File: config.mk
export PLATFORM = sky130hd
export DESIGN_NAME = mem_arb
export DESIGN_NICKNAME = d
export VERILOG_FILES = /design/src/rtl/mem_arb.sv
export SDC_FILE = /design/constraint.sdc
export NUM_CORES = 1
export LEC_CHECK = 0
export ABC_CLOCK_PERIOD_IN_PS = 6910
export CELL_PAD_IN_SITES_DETAIL_PLACEMENT = 0
export CELL_PAD_IN_SITES_GLOBAL_PLACEMENT = 1
export CORE_ASPECT_RATIO = 0.6
export CORE_MARGIN = 1.5
export CORE_UTILIZATION = 30
export DETAILED_ROUTE_END_ITERATION = 10
export GPL_ROUTABILITY_DRIVEN = 0
export GPL_TIMING_DRIVEN = 0
export PLACE_DENSITY_LB_ADDON = 0.25
export SLEW_MARGIN = 5
export SYNTH_ARGS = -nofsm -noshare
export SYNTH_HDL_FRONTEND = slang
export SYNTH_SLANG_ARGS = --single-unit
export TNS_END_PERCENT = 50
File: constraint.sdc
create_clock -name clk -period 6.91 [get_ports clk]
set_clock_uncertainty 0.2 [all_clocks]
set_input_delay 1.7275 -clock clk [delete_from_list [all_inputs] [get_ports clk]]
set_output_delay 1.7275 -clock clk [all_outputs]
set_load 0.005 [all_outputs]
File: src/rtl/mem_arb.sv
// Two-requester (fetch, load/store) arbiter onto one shared memory port with a watchdog.
// Optional round-robin contention policy enabled by defining MEM_ARB_ROUND_ROBIN_EN.
module mem_arb #(
    parameter int unsigned TIMEOUT_CYCLES = 64
) (
    input  logic        clk,
    input  logic        rst,
    input  logic        if_req,
    input  logic [31:0] if_adr,
    output logic        if_ack,
    output logic [31:0] if_rdata,
    input  logic        ls_req,
    input  logic        ls_we,
    input  logic [31:0] ls_adr,
    input  logic [31:0] ls_wdata,
    input  logic [3:0]  ls_be,
    output logic        ls_ack,
    output logic [31:0] ls_rdata,
    output logic        mem_req,
    output logic        mem_we,
    output logic [31:0] mem_adr,
    output logic [31:0] mem_wdata,
    output logic [3:0]  mem_be,
    input  logic        mem_ack,
    input  logic [31:0] mem_rdata,
    output logic        err,
    output logic        busy,
    output logic        owner
);

    localparam int unsigned WD_W = 8;
    localparam logic [WD_W-1:0] WD_LIMIT = WD_W'(TIMEOUT_CYCLES - 1);

    typedef enum logic [1:0] {
        IDLE    = 2'd0,
        IF_XFER = 2'd1,
        LS_XFER = 2'd2
    } state_t;

    state_t          state;
    logic [WD_W-1:0] wd;
    logic            grant_ls_c;
    logic            acking_c;

`ifdef MEM_ARB_ROUND_ROBIN_EN
    logic last_ls;
`endif

    // Contention policy: which requester wins when both are pending in IDLE.
    always_comb begin
        grant_ls_c = ls_req;
`ifdef MEM_ARB_ROUND_ROBIN_EN
        if (ls_req && if_req) begin
            grant_ls_c = !last_ls;
        end
`endif
    end

    // A completion pulse in flight blocks the next grant so a still-held request is not re-served.
    assign acking_c = if_ack | ls_ack;

    always_ff @(posedge clk or posedge rst) begin
        if (rst) begin
            state     <= IDLE;
            wd        <= '0;
            mem_req   <= 1'b0;
            mem_we    <= 1'b0;
            mem_adr   <= '0;
            mem_wdata <= '0;
            mem_be    <= '0;
            if_ack    <= 1'b0;
            ls_ack    <= 1'b0;
            if_rdata  <= '0;
            ls_rdata  <= '0;
            err       <= 1'b0;
            busy      <= 1'b0;
            owner     <= 1'b0;
`ifdef MEM_ARB_ROUND_ROBIN_EN
            last_ls   <= 1'b1;
`endif
        end else begin
            if_ack   <= 1'b0;
            ls_ack   <= 1'b0;
            if_rdata <= '0;
            ls_rdata <= '0;
            err      <= 1'b0;
            case (state)
                IDLE: begin
                    if ((if_req || ls_req) && !acking_c) begin
                        wd      <= '0;
                        mem_req <= 1'b1;
                        busy    <= 1'b1;
                        if (grant_ls_c) begin
                            state     <= LS_XFER;
                            owner     <= 1'b1;
                            mem_we    <= ls_we;
                            mem_adr   <= ls_adr;
                            mem_wdata <= ls_wdata;
                            mem_be    <= ls_be;
`ifdef MEM_ARB_ROUND_ROBIN_EN
                            last_ls   <= 1'b1;
`endif
                        end else begin
                            state     <= IF_XFER;
                            owner     <= 1'b0;
                            mem_we    <= 1'b0;
                            mem_adr   <= if_adr;
                            mem_wdata <= '0;
                            mem_be    <= 4'hF;
`ifdef MEM_ARB_ROUND_ROBIN_EN
                            last_ls   <= 1'b0;
`endif
                        end
                    end
                end
                IF_XFER, LS_XFER: begin
                    // Completion or watchdog expiry; a real ack always beats the timeout.
                    if (mem_ack || (wd == WD_LIMIT)) begin
                        state   <= IDLE;
                        mem_req <= 1'b0;
                        busy    <= 1'b0;
                        err     <= !mem_ack;
                        if (state == IF_XFER) begin
                            if_ack   <= 1'b1;
                            if_rdata <= mem_ack ? mem_rdata : 32'h0;
                        end else begin
                            ls_ack   <= 1'b1;
                            ls_rdata <= (mem_ack && !mem_we) ? mem_rdata : 32'h0;
                        end
                    end else begin
                        wd <= wd + WD_W'(1);
                    end
                end
                default: begin
                    state   <= IDLE;
                    mem_req <= 1'b0;
                    busy    <= 1'b0;
                end
            endcase
        end
    end

endmodule

# == Word-level counts from Yosys, hierarchy flattened ==
# Index checks and enable logic that the tools add are counted.
# classes
n_reduce_logical,13
n_addsub,1
bitwise_logic,1
mux,31
n_eq_ne,6
# ops
op,count
32-bit 2-to-1 mux,10
8-bit 2-to-1 mux,2
8-bit case mux with 2 select lines,1
1-bit 2-to-1 mux,12
"8-bit by 1-bit adder with 8-bit output, second input constant",1
"8-bit by 6-bit == test with 1-bit output, second input constant",1
2-bit 2-to-1 mux,3
"2-bit != test, second input constant",3
4-bit 2-to-1 mux,1
2-bit case mux with 2 select lines,1
2-bit AND reduction,2
1-bit logical NOT,3
3-bit AND reduction,1
"2-bit by 1-bit == test with 1-bit output, second input constant",1
"2-bit == test, second input constant",1
1-bit logical AND,2
2-bit logical NOT,1
1-bit logical OR,2
1-bit case mux with 2 select lines,1
2-bit nonzero test,1
2-bit OR reduction,1
1-bit OR,1
# word_totals
output_inout_bits,139
regBits,148
wordCells,65
inputBits,138

# == Longest topological paths before layout ==
# Gate-level depths: netlist of the first run.
# logic_depth
ltp_word,6
ltp_mapped,7
depth_no_buf,6

# == Worst setup path after synthesis of the first run ==
# OpenSTA, ideal clock, no wires.
# synth_path
path_type,input -> register
from,in ls_req
to,reg state[0]
setup_ps,121
t_arrival_ps,2664
t_required_ps,6589
path_stages,6
path_buffers,2
path_slack_ps,3925
path_cell_list,buf_2 > or2_1 > nand3_2 > buf_6 > a21oi_2 > a22o_1
# synth_via
elab_chain_cells,4
elab_cells_between_ends,7
cone_classes,eq/ne: 1; mux: 3; reduce/logical: 3
# synth_lines
element,line,source
start: declaration,12,"input logic ls_req,"
1-bit logical OR,89,if ((if_req || ls_req) && !acking_c) begin
1-bit logical AND,89,
2-bit != test (no source line),--,
2-bit AND reduction (no source line),--,
end signal: assignment,94,state <= LS_XFER;
end signal: assignment,104,state <= IF_XFER;
end signal: assignment,119,state <= IDLE;
end: declaration,40,state_t state;
# Several ways; a longest one is shown, not always the timed one. The select of a mux whose other input is x is not followed.
# A chain may end at the register's enable or synchronous reset.

==> run metrics, run 1 <==
nets@finish between 900 and 1,000; register area share after synthesis 63.4%; Yosys top cell area share 63.4%; DP HPWL between 10,000 and 15,000 um; vias around 4,800; chip width 183 um; remaining global-route overflow 0; # port buffers 275; Die ar. 0.0203 mm^2; WP data arrival 1.44 ns; Power Total approximately 3.5 mW; ant diodes 0; post-route ant nets 0; Leakage 4.25 nW; Inserted Clock Buffers 17; initial antenna violation count 0; TritonCTS clock tree built; most frequent cell after synthesis dfrtp_1; fin crit share 48.7%; minimum clock period about 3.4 ns; starting utilization of the core area 30.7%; ys async rst share 100%; fillcell total 1,692; endpoints failing setup 0; pwr dens approximately 360 mW/mm^2; main flop type after synthesis dfrtp_1; synthesized instance count 519; DR vias/cell 4.47; Unique masters post-synth 42; IO Pins 277; clock root cell clkbuf_16; first-pass GRT wire length 27,100 um; ranking of synthesized cells by area dfrtp_1 63%, nand2_1 7.0%, and2_1 7.0%; Layout Cells excl Fill 1,073; FF+latch count, synth 148; post_cts resized 0; Max Slew Vio Count 0; DR WL/cell about 16 um; Layout area overhead 63.2%; largest net degree at the start of global routing 76; Hold/Removal Path Class reg -> reg; Worst Setup End Kind output pin; post-layout util 50.1%; synth warn 0; clock sink count 148; area leader, netlist dfrtp_1; cts hold-fix bufs 0; Global Route Usage Sum 17.2%; top cells by count, synth 148 x dfrtp_1, 109 x nand2_1, 71 x o21ai_1; DP Worst Slack 3.26 ns; Clock Path Buffers 2; crit-path max FO 3; Post-Syn Area 0.00584 mm^2; Fin Hold WS around 0.27 ns; share of cells above drive strength 1 7.50%; Worst Path Required 4.98 ns; Placed Instances 1,041; CP Class reg -> out; final instance area approximately 0.0095 mm^2; clock latency at the later pin of the worst-skew pair 0.41 ns; worst setup margin 3.54 ns; EDFF count, synth 0; Post-route DRC 0; Post-CTS Repair Setup Buffers 0; row cnt 39; Die H ~110 um; core area 0.0190 mm^2; status complete, no violations; worst slew pin tran about 0.74 ns; synthesized net count 660; Total Neg Setup Slack 0 ns; vias in the first global route 4,946; Max-Cap Viols 0; Worst Setup Start Kind register; RSZ-0062 raised after global routing false; H-tree Lvls 4; DRT iter0 DRCs around 240; final wirelength 17,200 um; Max IR drop VDD around 0.17 mV; worst rel slew slack 50.6%; Hold Vio Cnt, Final 0; dpl cell area about 0.009 mm^2; syn avg cell area 11.3 um^2; Pre-antenna DRT Iters 4; max frequency around 300 MHz; r2r setup slk 4.87 ns; Clock transition at path regs 0.06 ns
## cells by family (layout without fill, tap and decap cells)
family / Yosys count / in the layout / share of synthesized area [%]
AO/OA/AOI/OAI: 100 / 100 / 9.73
adder cells (fa/ha/maj): 3 / 3 / 0.643
buffers and inverters: 39 / 347 / 3.96
flip-flops: 148 / 148 / 63.4
multiplexers: 33 / 33 / 5.66
AND/OR/NAND/NOR: 196 / 196 / 16.6
## power breakdown
group	switching (mW)	total, mW	internal [mW]
logic	0.584	1.28	0.701
registers	0.127	1.24	1.11
clock network	0.391	0.936	0.544
total	1.10	3.46	2.35
## area by class of cell
| type | count | area (um^2) | share of cell area (%) |
|---|---|---|---|
| timing repair buffer | 276 | 2780 | 29.2 |
| clock buffer | 18 | 429 | 4.50 |
| sequential | 148 | 3700 | 38.9 |
| buffer | 31 | 201 | 2.11 |
| clock inverter | 14 | 166 | 1.75 |
| inverter | 8 | 35.0 | 0.368 |
| multi-input combinational | 332 | 1900 | 20.0 |
| tap | 246 | 308 | 3.23 |
## routing by layer
layer | GRT usage (%) | part of all wire, % | wire length, um
met1 | 23.8 | 48 | 8230
met3 | 4.47 | 5.0 | 861
met4 | 4.75 | 1.0 | 176
met5 | 0 | 0 | 0
met2 | 26.8 | 46 | 7980
## path summary, 6_finish.rpt
path	startpoint	to	cells past startpoint
max in group asynchronous	rst	mem_adr[20]	3
min in group asynchronous	rst	ls_rdata[19]	2
min reg2reg	wd[7]	wd[7]	1
min	wd[7]	wd[7]	1
max reg2reg	state[0]	ls_rdata[5]	6
max	busy	mem_req	2
## layout by cell type, fill, tap and decap left out, types with 3 or more instances in the layout
cell and n:
inv_1 7, nand2_1 109, clkbuf_2 6, a31oi_1 6, o21ai_1 71, o21ai_0 5, dfrtp_1 148, clkdlybuf4s50_1 275
inv_8 3, mux2i_1 33, nor2_1 6, inv_6 5, buf_6 9, clkbuf_16 17, buf_2 5, ha_1 3
and2_1 65, clkbuf_1 11
## critical path, cell delays in order, from the launching register on
cell,delay [ns]
dfrtp_1,0.42
buf_4,0.13
clkdlybuf4s50_1,0.48
## state kept, by name (all words and copies together) (netlist names), 2 cells and up
signal,flops
ls_rdata,32
mem_wdata,32
if_rdata,32
mem_adr,32
wd,8
state,2
mem_be,4
Note: power is estimated with default switching activity, not from simulation.
==> inputs of run 2 (changes only) <==
Settings changed: ABC_CLOCK_PERIOD_IN_PS 6910 to 3220.
Clock period 6.91 ns to 3.22 ns, I/O delays scaled along.
==> run 2 against run 1 <==
Against the previous run:
- via count up 0.54%
- total power up 110%
- largest power group unchanged
- hold slack better by 0.0096 ns
- critical path type unchanged
- critical endpoint unchanged
- flip-flop and latch count unchanged
==> run metrics, run 2 (synthesis gave the netlist of run 1 again) <==
status complete, no violations; DR WL/cell 16.2 um (+0.66%); footprint of the multi-input gates 0.00190 mm^2 (unchanged); nets@finish 958 (+0.31%); initial antenna violation count 1 (+1); Worst Setup Start Kind register; CP Class reg -> out; final instance area 0.00957 mm^2 (+0.45%); Critical Path Source busy; cts hold-fix bufs 0 (unchanged); Hold Vio Cnt, Final 0 (unchanged); clock root cell clkbuf_16; commonest non-fill, non-tap cells in the layout 275 x clkdlybuf4s50_1, 148 x dfrtp_1, 109 x nand2_1, 71 x o21ai_1, 65 x and2_1; chip width 183 um (unchanged); Clock transition at path regs 0.06 ns (about the same); Total Neg Setup Slack 0 ns (unchanged); Sequential cell area 0.00370 mm^2 (unchanged); Pre-antenna DRT Iters 5 (+1); dpl cell area 0.00898 mm^2 (+0.57%); first-pass GRT wire length 27,900 um (+3.1%); crit-path max FO 3 (unchanged); Logic pwr share 37.6% (+0.4 points); r2r setup slk 1.23 ns (-3.64 ns); starting utilization of the core area 30.7% (unchanged); reg2reg path depth 6 (unchanged); DRT iter0 DRCs 231 (-2.9%); Sw Ratio 32.7% (+0.83 points); fillcell total 1,712 (+1.2%); H-tree Lvls 4 (unchanged); Inserted Clock Buffers 17 (unchanged); worst rel slew slack 41.7% (-8.9 points); fin crit share between 70% and 80%; post-route ant nets 0 (unchanged); final wirelength 17,400 um (+0.94%); RR Startpoint state[0]; remaining global-route overflow 0 (unchanged); ant diodes 0 (unchanged); post_cts resized 0 (unchanged); Die ar. 0.0203 mm^2 (unchanged); vias 4,826 (+0.54%); vias in the first global route 5,109 (+3.3%); clock power share 26.2% (-0.9 points); Post-route DRC 0 (unchanged); Global Route Usage Sum 17.9% (+0.63 points); row cnt 39 (unchanged); Post-CTS Repair Setup Buffers 0 (unchanged); Max-Cap Viols 0 (unchanged); WP data arrival 1.42 ns (-0.02 ns); largest net degree at the start of global routing 38 (-50%); commonest non-fill, non-tap cell in the layout clkdlybuf4s50_1; Leakage 4.26 nW (+0.18%); Max Slew Vio Count 0 (unchanged); Max IR drop VDD 0.354 mV (+100%); pwr dens 765 mW/mm^2 (+110%); Power Internal 4.92 mW (+110%); Worst Setup End Kind output pin; Layout area overhead 63.9%; switching pwr 2.40 mW (+120%); TritonCTS clock tree built; worst slew pin tran 0.875 ns (+0.133 ns); DP HPWL 13,500 um (+3.5%); share of cells above drive strength 1 7.95% (+0.45 points); clock sink count 148 (unchanged); max frequency a little over 400 MHz; R2R Path End ls_rdata[8]; Clock Path Buffers 2 (unchanged); Power Total 7.32 mW (+110%); crit path to mem_req; endpoints failing setup 0 (unchanged); core area 0.0190 mm^2 (unchanged); minimum clock period 2.42 ns; # port buffers 275 (unchanged); sequential power share 36.2% (+0.4 points); DR vias/cell 4.49 (+0.26%); clock latency at the later pin of the worst-skew pair 0.41 ns (about the same); Die H 111 um (unchanged); RSZ-0062 raised after global routing false; Worst Path Required 2.21 ns (-2.77 ns); Hold/Removal Path Class reg -> reg; IO Pins 277 (unchanged)
## run 2: changes by cell type in the layout (fill, tap and decap cells not counted), sizes merged
| cell | before | now |
|---|---|---|
| buf | 16 | 19 |
| clkinvlp | 2 | 5 |
| bufinv | 2 | 0 |
| clkbuf | 34 | 33 |
## run 2: power groups by stage
stage | Combinational [mW] | Clock [mW] | Sequential, mW
3_5_place_dp | 2.79 | 0 | 2.69
3_3_place_gp | 2.73 | 0 | 2.66
2_1_floorplan | 1.15 | 0 | 2.70
4_1_cts | 2.80 | 1.98 | 2.66
6_report | 2.75 | 1.92 | 2.65
5_1_grt | 3.02 | 2.07 | 2.72
## run 2: layer usage
layer  vias to the layer above  part of all wire, %  routed length, um  track usage, %
met5                         -                    0                  0               0
met4                         0                 0.71                124            4.59
met3                         6                  6.9               1200            5.19
met2                       151                   47               8240            28.6
met1                      2344                   45               7840            23.7
li1                       2325                    -                  -               -
## run 2: final cells by class
| type | count | share of cell area, % |
|---|---|---|
| sequential | 148 | 38.7 |
| timing repair buffer | 279 | 29.6 |
| buffer | 31 | 2.10 |
| multi-input combinational | 332 | 19.9 |
| inverter | 8 | 0.353 |
| clock buffer | 17 | 4.45 |
| tap | 246 | 3.22 |
| clock inverter | 15 | 1.69 |
## run 2: through the flow
step           hold WS [ns]  std cells  setup WS (ns)  util, %
2_1_floorplan         0.237        519          0.354        -
3_3_place_gp          0.263       1040         -0.893     46.8
3_5_place_dp          0.277       1044          0.479     47.2
4_1_cts               0.292       1076          0.759     50.3
5_1_grt               0.312       1076          0.741     50.3
6_report              0.284       1076          0.798     50.3
## run 2: worst min path at each step
| stage | from | to | cells after the start |
|---|---|---|---|
| after floorplan | wd[7] | wd[7] | 1 |
| after global placement | wd[7] | wd[7] | 1 |
| after detailed placement | mem_wdata[3] | mem_wdata[3] | 2 |
| after CTS | mem_wdata[3] | mem_wdata[3] | 2 |
| after global routing | mem_wdata[31] | mem_wdata[31] | 2 |
| final | mem_wdata[31] | mem_wdata[31] | 2 |
## run 2: worst max-delay path: stages (launching register included)
cell             delay (ns)
dfrtp_1                0.40
buf_4                  0.12
clkdlybuf4s50_1        0.48
==> inputs of run 3 (changes only) <==
Settings changed: ABC_CLOCK_PERIOD_IN_PS 3220 to 2400.
Clock period 3.22 ns to 2.4 ns, I/O delays scaled along.
==> results of run 3 <==
The final DEF is identical to that of run 2. Status: complete, no violations.
Among the figures that moved: setup slack after placement 0.479 ns -> -0.136 ns; setup slack after layout 0.798 ns -> 0.183 ns; register-to-register setup slack 1.23 ns -> 0.41 ns; total power 7.32 mW -> 9.82 mW; worst IR drop on VDD 0.354 mV -> 0.475 mV
